### src/rtl/life_8x8.sv
// Conway's Game of Life engine for an 8x8 LED matrix.
// Each request computes one generation, one cell per clock, then commits the frame atomically.
module life_8x8 #(
  parameter bit          WRAP       = 1'b1,
  parameter logic [63:0] INIT_FRAME = 64'h0000_0000_0007_0402
) (
  input  logic        i_CLK,
  input  logic        i_RST_n,
  input  logic        i_step,
  input  logic        i_seed_dv,
  input  logic [63:0] i_seed_data,
  output logic [63:0] o_frame,
  output logic        o_frame_valid,
  output logic        o_busy,
  output logic [15:0] o_gen,
  output logic        o_stable,
  output logic        o_empty
);

  typedef enum logic [1:0] {
    IDLE   = 2'd0,
    CALC   = 2'd1,
    COMMIT = 2'd2
  } state_t;

  state_t      state_reg, state_next;
  logic [63:0] frame_reg;
  logic [63:0] next_reg;
  logic [5:0]  idx_reg;
  logic [15:0] gen_reg;
  logic        valid_reg;
  logic        stable_reg;
  logic        empty_reg;
  logic [63:0] live_next;

  // Neighbour lookup; off-grid cells read as dead unless the board is toroidal.
  function automatic logic cell_at(input logic [63:0] f, input int r, input int c);
    logic       on_grid;
    logic [5:0] bi;
    on_grid = (r >= 0) && (r < 8) && (c >= 0) && (c < 8);
    bi      = 6'((((r + 8) % 8) * 8) + ((c + 8) % 8));
    return (WRAP || on_grid) && f[bi];
  endfunction

  genvar gi;
  generate
    for (gi = 0; gi < 64; gi++) begin : g_cell
      logic [3:0] cnt;
      always_comb begin
        cnt = 4'd0;
        for (int dr = -1; dr <= 1; dr++) begin
          for (int dc = -1; dc <= 1; dc++) begin
            if (dr != 0 || dc != 0) begin
              cnt = cnt + {3'd0, cell_at(frame_reg, (gi / 8) + dr, (gi % 8) + dc)};
            end
          end
        end
      end
      assign live_next[gi] = (cnt == 4'd3) | (frame_reg[gi] & (cnt == 4'd2));
    end
  endgenerate

  always_ff @(posedge i_CLK or negedge i_RST_n) begin
    if (!i_RST_n) begin
      state_reg <= IDLE;
    end else begin
      state_reg <= state_next;
    end
  end

  always_comb begin
    state_next = state_reg;
    case (state_reg)
      IDLE:    if (i_step) state_next = CALC;
      CALC:    if (idx_reg == 6'd63) state_next = COMMIT;
      COMMIT:  state_next = IDLE;
      default: state_next = IDLE;
    endcase
    // A seed aborts any generation in flight.
    if (i_seed_dv) state_next = IDLE;
  end

  always_ff @(posedge i_CLK or negedge i_RST_n) begin
    if (!i_RST_n) begin
      frame_reg  <= INIT_FRAME;
      next_reg   <= 64'd0;
      idx_reg    <= 6'd0;
      gen_reg    <= 16'd0;
      valid_reg  <= 1'b0;
      stable_reg <= 1'b0;
      empty_reg  <= (INIT_FRAME == 64'd0);
    end else begin
      valid_reg <= 1'b0;
      if (i_seed_dv) begin
        frame_reg  <= i_seed_data;
        next_reg   <= 64'd0;
        idx_reg    <= 6'd0;
        gen_reg    <= 16'd0;
        stable_reg <= 1'b0;
        empty_reg  <= (i_seed_data == 64'd0);
        valid_reg  <= 1'b1;
      end else begin
        case (state_reg)
          IDLE: idx_reg <= 6'd0;
          CALC: begin
            next_reg[idx_reg] <= live_next[idx_reg];
            idx_reg           <= idx_reg + 6'd1;
          end
          COMMIT: begin
            frame_reg  <= next_reg;
            stable_reg <= (next_reg == frame_reg);
            gen_reg    <= gen_reg + 16'd1;
            empty_reg  <= (next_reg == 64'd0);
            valid_reg  <= 1'b1;
          end
          default: idx_reg <= 6'd0;
        endcase
      end
    end
  end

  assign o_frame       = frame_reg;
  assign o_frame_valid = valid_reg;
  assign o_busy        = (state_reg == CALC) || (state_reg == COMMIT);
  assign o_gen         = gen_reg;
  assign o_stable      = stable_reg;
  assign o_empty       = empty_reg;

endmodule

### config.mk
export PLATFORM = sky130hd
export DESIGN_NAME = life_8x8
export DESIGN_NICKNAME = d
export VERILOG_FILES = /design/src/rtl/life_8x8.sv
export SDC_FILE = /design/constraint.sdc
export NUM_CORES = 1
export LEC_CHECK = 0
export CAP_MARGIN = 25
export CELL_PAD_IN_SITES_DETAIL_PLACEMENT = 1
export CELL_PAD_IN_SITES_GLOBAL_PLACEMENT = 1
export CORE_MARGIN = 2
export CORE_UTILIZATION = 47
export DETAILED_ROUTE_END_ITERATION = 12
export DONT_BUFFER_PORTS = 1
export PLACE_DENSITY_LB_ADDON = 0.1
export SYNTH_ARGS = -nofsm -noshare
export SYNTH_HDL_FRONTEND = slang
export SYNTH_SLANG_ARGS = --single-unit
### constraint.sdc
create_clock -name i_CLK -period 4.55 [get_ports i_CLK]
set_clock_uncertainty 0.1 [all_clocks]
set_input_delay 1.365 -clock i_CLK [delete_from_list [all_inputs] [get_ports i_CLK]]
set_output_delay 1.365 -clock i_CLK [all_outputs]
set_load 0.01 [all_outputs]
==> results of run 1 <==
-- critical path, cell delays in order (launching register included) --
cell      delay, ps
dfrtp_1         380
inv_2            80
fa_1            560
fa_1            440
fa_1            490
inv_1            40
ha_1            200
fa_1            490
o21ai_0          80
o21ai_0         230
nand4_1         230
o31ai_2         390
nand4b_1        240
buf_6           220
buf_4           140
o41ai_2         190
-- worst min path at each step --
stage,startpoint,end,cells past startpoint
after floorplan,o_stable$_DFFE_PN0P_,o_stable$_DFFE_PN0P_,2
after global placement,next_reg[39]$_DFFE_PN0P_,next_reg[39]$_DFFE_PN0P_,2
after detailed placement,next_reg[25]$_DFFE_PN0P_,next_reg[25]$_DFFE_PN0P_,2
after CTS,i_RST_n,o_frame[56]$_DFFE_PN0P_,0
after global routing,i_RST_n,o_gen[7]$_DFFE_PN0P_,0
final,i_RST_n,o_gen[7]$_DFFE_PN0P_,0
-- cells by family (layout without fill, tap and decap cells) --
family	count (synthesis)	count (layout)
xor+xnor	68	68
buf+inv	382	538
mux	65	65
flops	155	155
fa+ha+maj	454	454
compound gates	381	381
simple gates	445	445
-- metrics by stage --
stage | hold WS (ps) | TNS (ps)
6_report | 493 | -756
5_1_grt | 474 | -7260
4_1_cts | 476 | -29.2
3_5_place_dp | 491 | -6780
3_3_place_gp | 465 | -732
2_1_floorplan | 415 | 0
-- cells in the final DEF, fill, tap and decap left out, drive strengths merged, types with 29 or more instances in the layout --
| cell type | instances |
|---|---|
| xor2 | 49 |
| inv | 309 |
| nand4 | 29 |
| mux2i | 65 |
| ha | 198 |
| o21ai | 128 |
| nand2 | 129 |
| fa | 256 |
| nand3 | 52 |
| nor2 | 85 |
| buf | 192 |
| o31ai | 32 |
| o211ai | 38 |
| a21oi | 62 |
| nor4 | 44 |
| dfrtp | 150 |
-- synthesized netlist by cell type, drive strengths merged (3+ instances only) --
cell,instances,share of area
or3,5,0.0016
nor2b,20,0.0066
dfrtp,150,0.20
xor2,49,0.023
xnor2,19,0.0088
and4,4,0.0018
nand3,52,0.014
o41ai,24,0.012
o221ai,23,0.011
nor3,4,0.0011
nand2,129,0.026
a31oi,9,0.0030
a32o,8,0.0042
o211ai,38,0.015
o31ai,32,0.013
o2bb2ai,6,0.0028
and2,15,0.0049
buf,17,0.0046
ha,198,0.13
nor2,85,0.017
nor4,44,0.015
nand2b,19,0.0063
fa,256,0.27
nor3b,3,0.0012
nand4,29,0.010
inv,313,0.062
o22ai,8,0.0026
mux2i,65,0.034
and3,24,0.0079
dfstp,5,0.0069
o21ai,128,0.034
a221oi,11,0.0051
a22oi,9,0.0036
or2,5,0.0016
o31a,6,0.0028
clkbuf,52,0.010
a21oi,62,0.016
-- timing repair --
item / in CTS / in global routing
buffers inserted: 10 / 5
gates cloned: 0 / 1
gates resized for setup: 53 / 49
setup endpoints to repair: 56 / 64
hold endpoints to repair: 0 / 0
pin swaps: 15 / 21
-- area by class of cell --
| type | instances | area, sq um |
|---|---|---|
| clock buffers | 20 | 447 |
| fillers | 4500 | 17800 |
| flip-flops and latches | 155 | 3890 |
| well taps | 525 | 657 |
| repair buffers | 193 | 1580 |
| inverters | 313 | 1200 |
| multi-input cells | 1413 | 14000 |
| clock inverters | 12 | 194 |
-- report_power, final --
group | switching (mW) | total (mW) | internal, mW
Combinational | 2.91 | 5.07 | 2.15
Sequential | 0.0673 | 1.50 | 1.44
Clock | 0.680 | 1.67 | 0.986
-- layer usage --
metal,part of all wire,GRT usage,vias to the layer above
met1,0.40,0.466,8587
li1,-,-,6970
met5,0.00041,0,-
met4,0.050,0.174,4
met2,0.48,0.614,593
met3,0.060,0.0598,171
==> impl_metrics.ini, run 1 <==
[die]
ios = 152
die_area_sq_mm = 0.0420
fp.dieW_um = 205
die_y_um = 205
start_util = 0.476
rows = 73
core_area_sq_mm = 0.0398

[grt]
antenna_found_initial = 2
gr-usage-all-layers = 0.368
grt_pass1_wl_mm = 112
grt_overflow = 0
grt_max_degree = 156
grt_pass1_vias = 17862

[critical_path]
timing.reg2reg.setup_slack_ps = -70
crit_end = next_reg[31]$_DFFE_PN0P_
crit_start = o_frame[35]$_DFFE_PN0P_
worstPathArrival_ps = 4890
r2r-start = o_frame[35]$_DFFE_PN0P_
rr_endpoint = next_reg[31]$_DFFE_PN0P_
rr_worst_depth = 15
end_kind = register
required_ps = 4810
start_kind = register
critPathMaxFanout = 8
critical_path_class = reg -> reg

[timing]
post-route-period-util = 1.02
worst_pin_slew_ps = 1080
max_slew_margin = 0.278
setup_viol = 19
drv_slew = 0
rsz0062_at_grt = yes
fin_crit_ps = 4620
fmax_ghz = 0.216
hold_viol = 0
timing.final.ws_setup_ps = -74.3

[yosys]
syn_inst = 1950
seq_area_frac_synth = 0.205
syn-cell-area_sq_mm = 0.0190
ys_types = 62
synth_compound_area_frac = 0.135
synthFlopType = dfrtp_1
synth.area.mux_share = 0.0343
synth-adder-area-share = 0.401
synth_top_family_by_area = adder cells
async_flop_share = 1.00
synth-xor-area-share = 0.0314
synth_nets = 2472
synth-edff-count = 0
yosys_register_bits = 155
yosysWarnings = 0
avgSynthCellArea_sq_um = 9.73
synthSimpleGateAreaFrac = 0.117

[place]
portBuffers = 0
dp_hpwl_mm = 58.9
dp.cells = 2583
placed_area_sq_mm = 0.0208
routabilityCongestion = 0.944
dp_slack_ps = -264

[power_and_ir_drop]
powerDensity_mw_per_mm2 = 375
ir_worst_vdd_mv = 0.306
report.power.total_mw = 8.24
leakage_nw = 10.5

[finish]
fin_area_sq_mm = 0.0220
area_growth_pct = 15.9
layout-drive-gt1-share = 0.153
final_cells = 2631
insertedDiodeCount = 0
nets = 2615
fin_util = 0.552

[run]
cap_violations = 0

[cts]
clock_path_buffers = 2
h-tree-depth = 4
clock_sinks = 155
numCtsBuffers = 17
clk_pin_slew_worst_paths_ps = 70
cts-root-buf = clkbuf_16
cts_tree = yes
cts_hold_buffers = 0
clk_latency_ps = 470

[run_status]
outcome = complete, but fails checks
violations = negative setup slack

[detailed_routing]
num_vias = 16325
wl_per_cell_um = 28.5
drt-pass1-iter-count = 6
first_iter_violations = 1247
antenna_left = 0
drc_errors = 0
viasPerCell = 6.20
wl_mm = 75.0

[worst_hold_path]
hold_class = in -> async
Note: power is estimated with default switching activity, not from simulation.
==> inputs of run 2 (changes only) <==
Settings changed: CELL_PAD_IN_SITES_DETAIL_PLACEMENT 1 to not set, CELL_PAD_IN_SITES_GLOBAL_PLACEMENT 1 to not set, CORE_UTILIZATION 47 to 55, PLACE_DENSITY set to 0.7, PLACE_DENSITY_LB_ADDON 0.1 to not set.
Clock period 4.55 ns to 6 ns, I/O delays scaled along.
==> run 2 against run 1 <==
- the run now ends clean
- sequential power is 19% lower
- maximum frequency is 12% lower
- power is 32% lower
- non-clock buffer count is 152 lower
- largest power group unchanged
==> impl_metrics.ini, run 2 (synthesized netlist as in run 1, its figures left out) <==
[place]
dp_hpwl_mm = 48.5
routabilityCongestion = 0.940
portBuffers = 0
dp.cells = 2377

[timing]
timing.hold.ws_ps = 495
rsz0062_at_grt = no
setup_viol = 0
post-route-period-util = 0.879
fin_crit_ps = 5270
hold_viol = 0
drv_slew = 0
max_slew_margin = 0.243
worst_pin_slew_ps = 1130
fmax_ghz = 0.190
setup_tns_ps = 0

[critical_path]
start_kind = register
worstPathArrival_ps = 5510
timing.reg2reg.setup_slack_ps = 730
crit_path_top_delay_cell = fa_1
critical_path_class = reg -> reg
required_ps = 6240
crit_top_cell = fa_1
max_stage_delay_ps = 650
critPathMaxFanout = 40
end_kind = register
worstPathCellList = inv_1 > fa_1 > fa_1 > fa_1 > inv_1 > ha_1 > fa_1 > or2_2 > a21oi_1 > o22ai_1 > o31ai_1 > nand4b_1 > buf_4 > o41ai_1

[detailed_routing]
wl_per_cell_um = 26.2
drt-pass1-iter-count = 9
wl_mm = 63.2
antenna_left = 0
drc_errors = 0
viasPerCell = 6.45
num_vias = 15540
first_iter_violations = 1416

[run_status]
outcome = complete, no violations

[cts]
cts_setup_buffers = 0
numCtsBuffers = 17
cts-root-buf = clkbuf_16
clk_latency_ps = 470
clock_sinks = 155
clk_pin_slew_worst_paths_ps = 70
h-tree-depth = 4
ctsResizeCount = 0
clock_path_buffers = 2
cts_tree = yes
cts_hold_buffers = 0

[power_and_ir_drop]
leakage_nw = 9.48
powerDensity_mw_per_mm2 = 279
ir_worst_vdd_mv = 0.222

[finish]
final_cells = 2410
final_common_cell = inv_1
area_growth_pct = 6.37
mostFrequentLayoutCells = inv_1, fa_1, ha_1
layout-drive-gt1-share = 0.0502
nets = 2463

[grt]
gr-usage-all-layers = 0.364
grtUsageMet1 = 0.469
busiest_layer = met2
grt_pass1_wl_mm = 97.0
grt_max_degree = 156
met2_usage = 0.579
grt_pass1_vias = 16004
grt_overflow = 0
grtUsageMet3 = 0.0806
antenna_found_initial = 2

[die]
core_area_sq_mm = 0.0343
start_util = 0.553
rows = 68
ios = 152
die_y_um = 190
die_area_sq_mm = 0.0360
fp.dieW_um = 190

[worst_hold_path]
hold_class = reg -> reg

[run]
cap_violations = 0
-- run 2: cell count changes in the layout (fill, tap and decap cells not counted), moves of 7 or more --
| cell | delta |
|---|---|
| buf_12 | -7 |
| buf_4 | -138 |
| fa_1 | +9 |
| fa_2 | -9 |
| inv_1 | +14 |
| inv_2 | -8 |
| o21ai_0 | +12 |
| o21ai_1 | -9 |
| o41ai_1 | +15 |
| o41ai_2 | -9 |
-- run 2: final cells by class --
cell class / instances / area (sq um)
Antenna cell: 1 / 2.50
Clock buffer: 19 / 453
Clock inverter: 13 / 129
Fill cell: 2914 / 14100
Inverter: 313 / 1170
Multi-Input combinational cell: 1413 / 13700
Sequential cell: 155 / 3880
Tap cell: 455 / 569
Timing Repair Buffer: 41 / 308
-- run 2: critical path, delay by kind of cell, from the launching register on --
kind	cells	cell delay, ps
DFF	1	570
and+or+nand+nor	2	460
buffers and inverters	3	740
AOI/OAI and AO/OA	4	1140
adders and majority gates	5	2140
-- run 2: per-stage QoR --
| step | utilization | power, mW | setup slack (ps) | cell area, sq um |
|---|---|---|---|---|
| after floorplan | - | 3.61 | 1490 | 19000 |
| after global placement | 0.572 | 4.22 | 846 | 19600 |
| after detailed placement | 0.572 | 4.46 | 785 | 19600 |
| after CTS | 0.588 | 5.60 | 746 | 20200 |
| after global routing | 0.589 | 6.18 | 518 | 20200 |
| final | 0.589 | 5.63 | 725 | 20200 |
-- run 2: routing by layer --
layer / up-vias / part of all wire
li1: 6665 / -
met4: 2 / 0.058
met1: 7740 / 0.38
met3: 230 / 0.10
met2: 903 / 0.46
met5: - / 0.00017
-- run 2: power by group --
group | total [mW] | switching (mW) | internal [mW]
sequential | 1.21 | 0.123 | 1.09
clock | 1.14 | 0.539 | 0.604
combinational | 3.27 | 1.89 | 1.38
total | 5.63 | 2.55 | 3.07
-- run 2: path summary, 6_finish.rpt --
check / cells after the start / end / startpoint
min in group asynchronous: 0 / o_frame[0]$_DFFE_PN0P_ / i_RST_n
min: 2 / next_reg[10]$_DFFE_PN0P_ / next_reg[10]$_DFFE_PN0P_
max in group asynchronous: 0 / o_frame[18]$_DFFE_PN1P_ / i_RST_n
max: 14 / next_reg[31]$_DFFE_PN0P_ / o_frame[32]$_DFFE_PN0P_
max reg2reg: 14 / next_reg[31]$_DFFE_PN0P_ / o_frame[32]$_DFFE_PN0P_
min reg2reg: 2 / next_reg[10]$_DFFE_PN0P_ / next_reg[10]$_DFFE_PN0P_
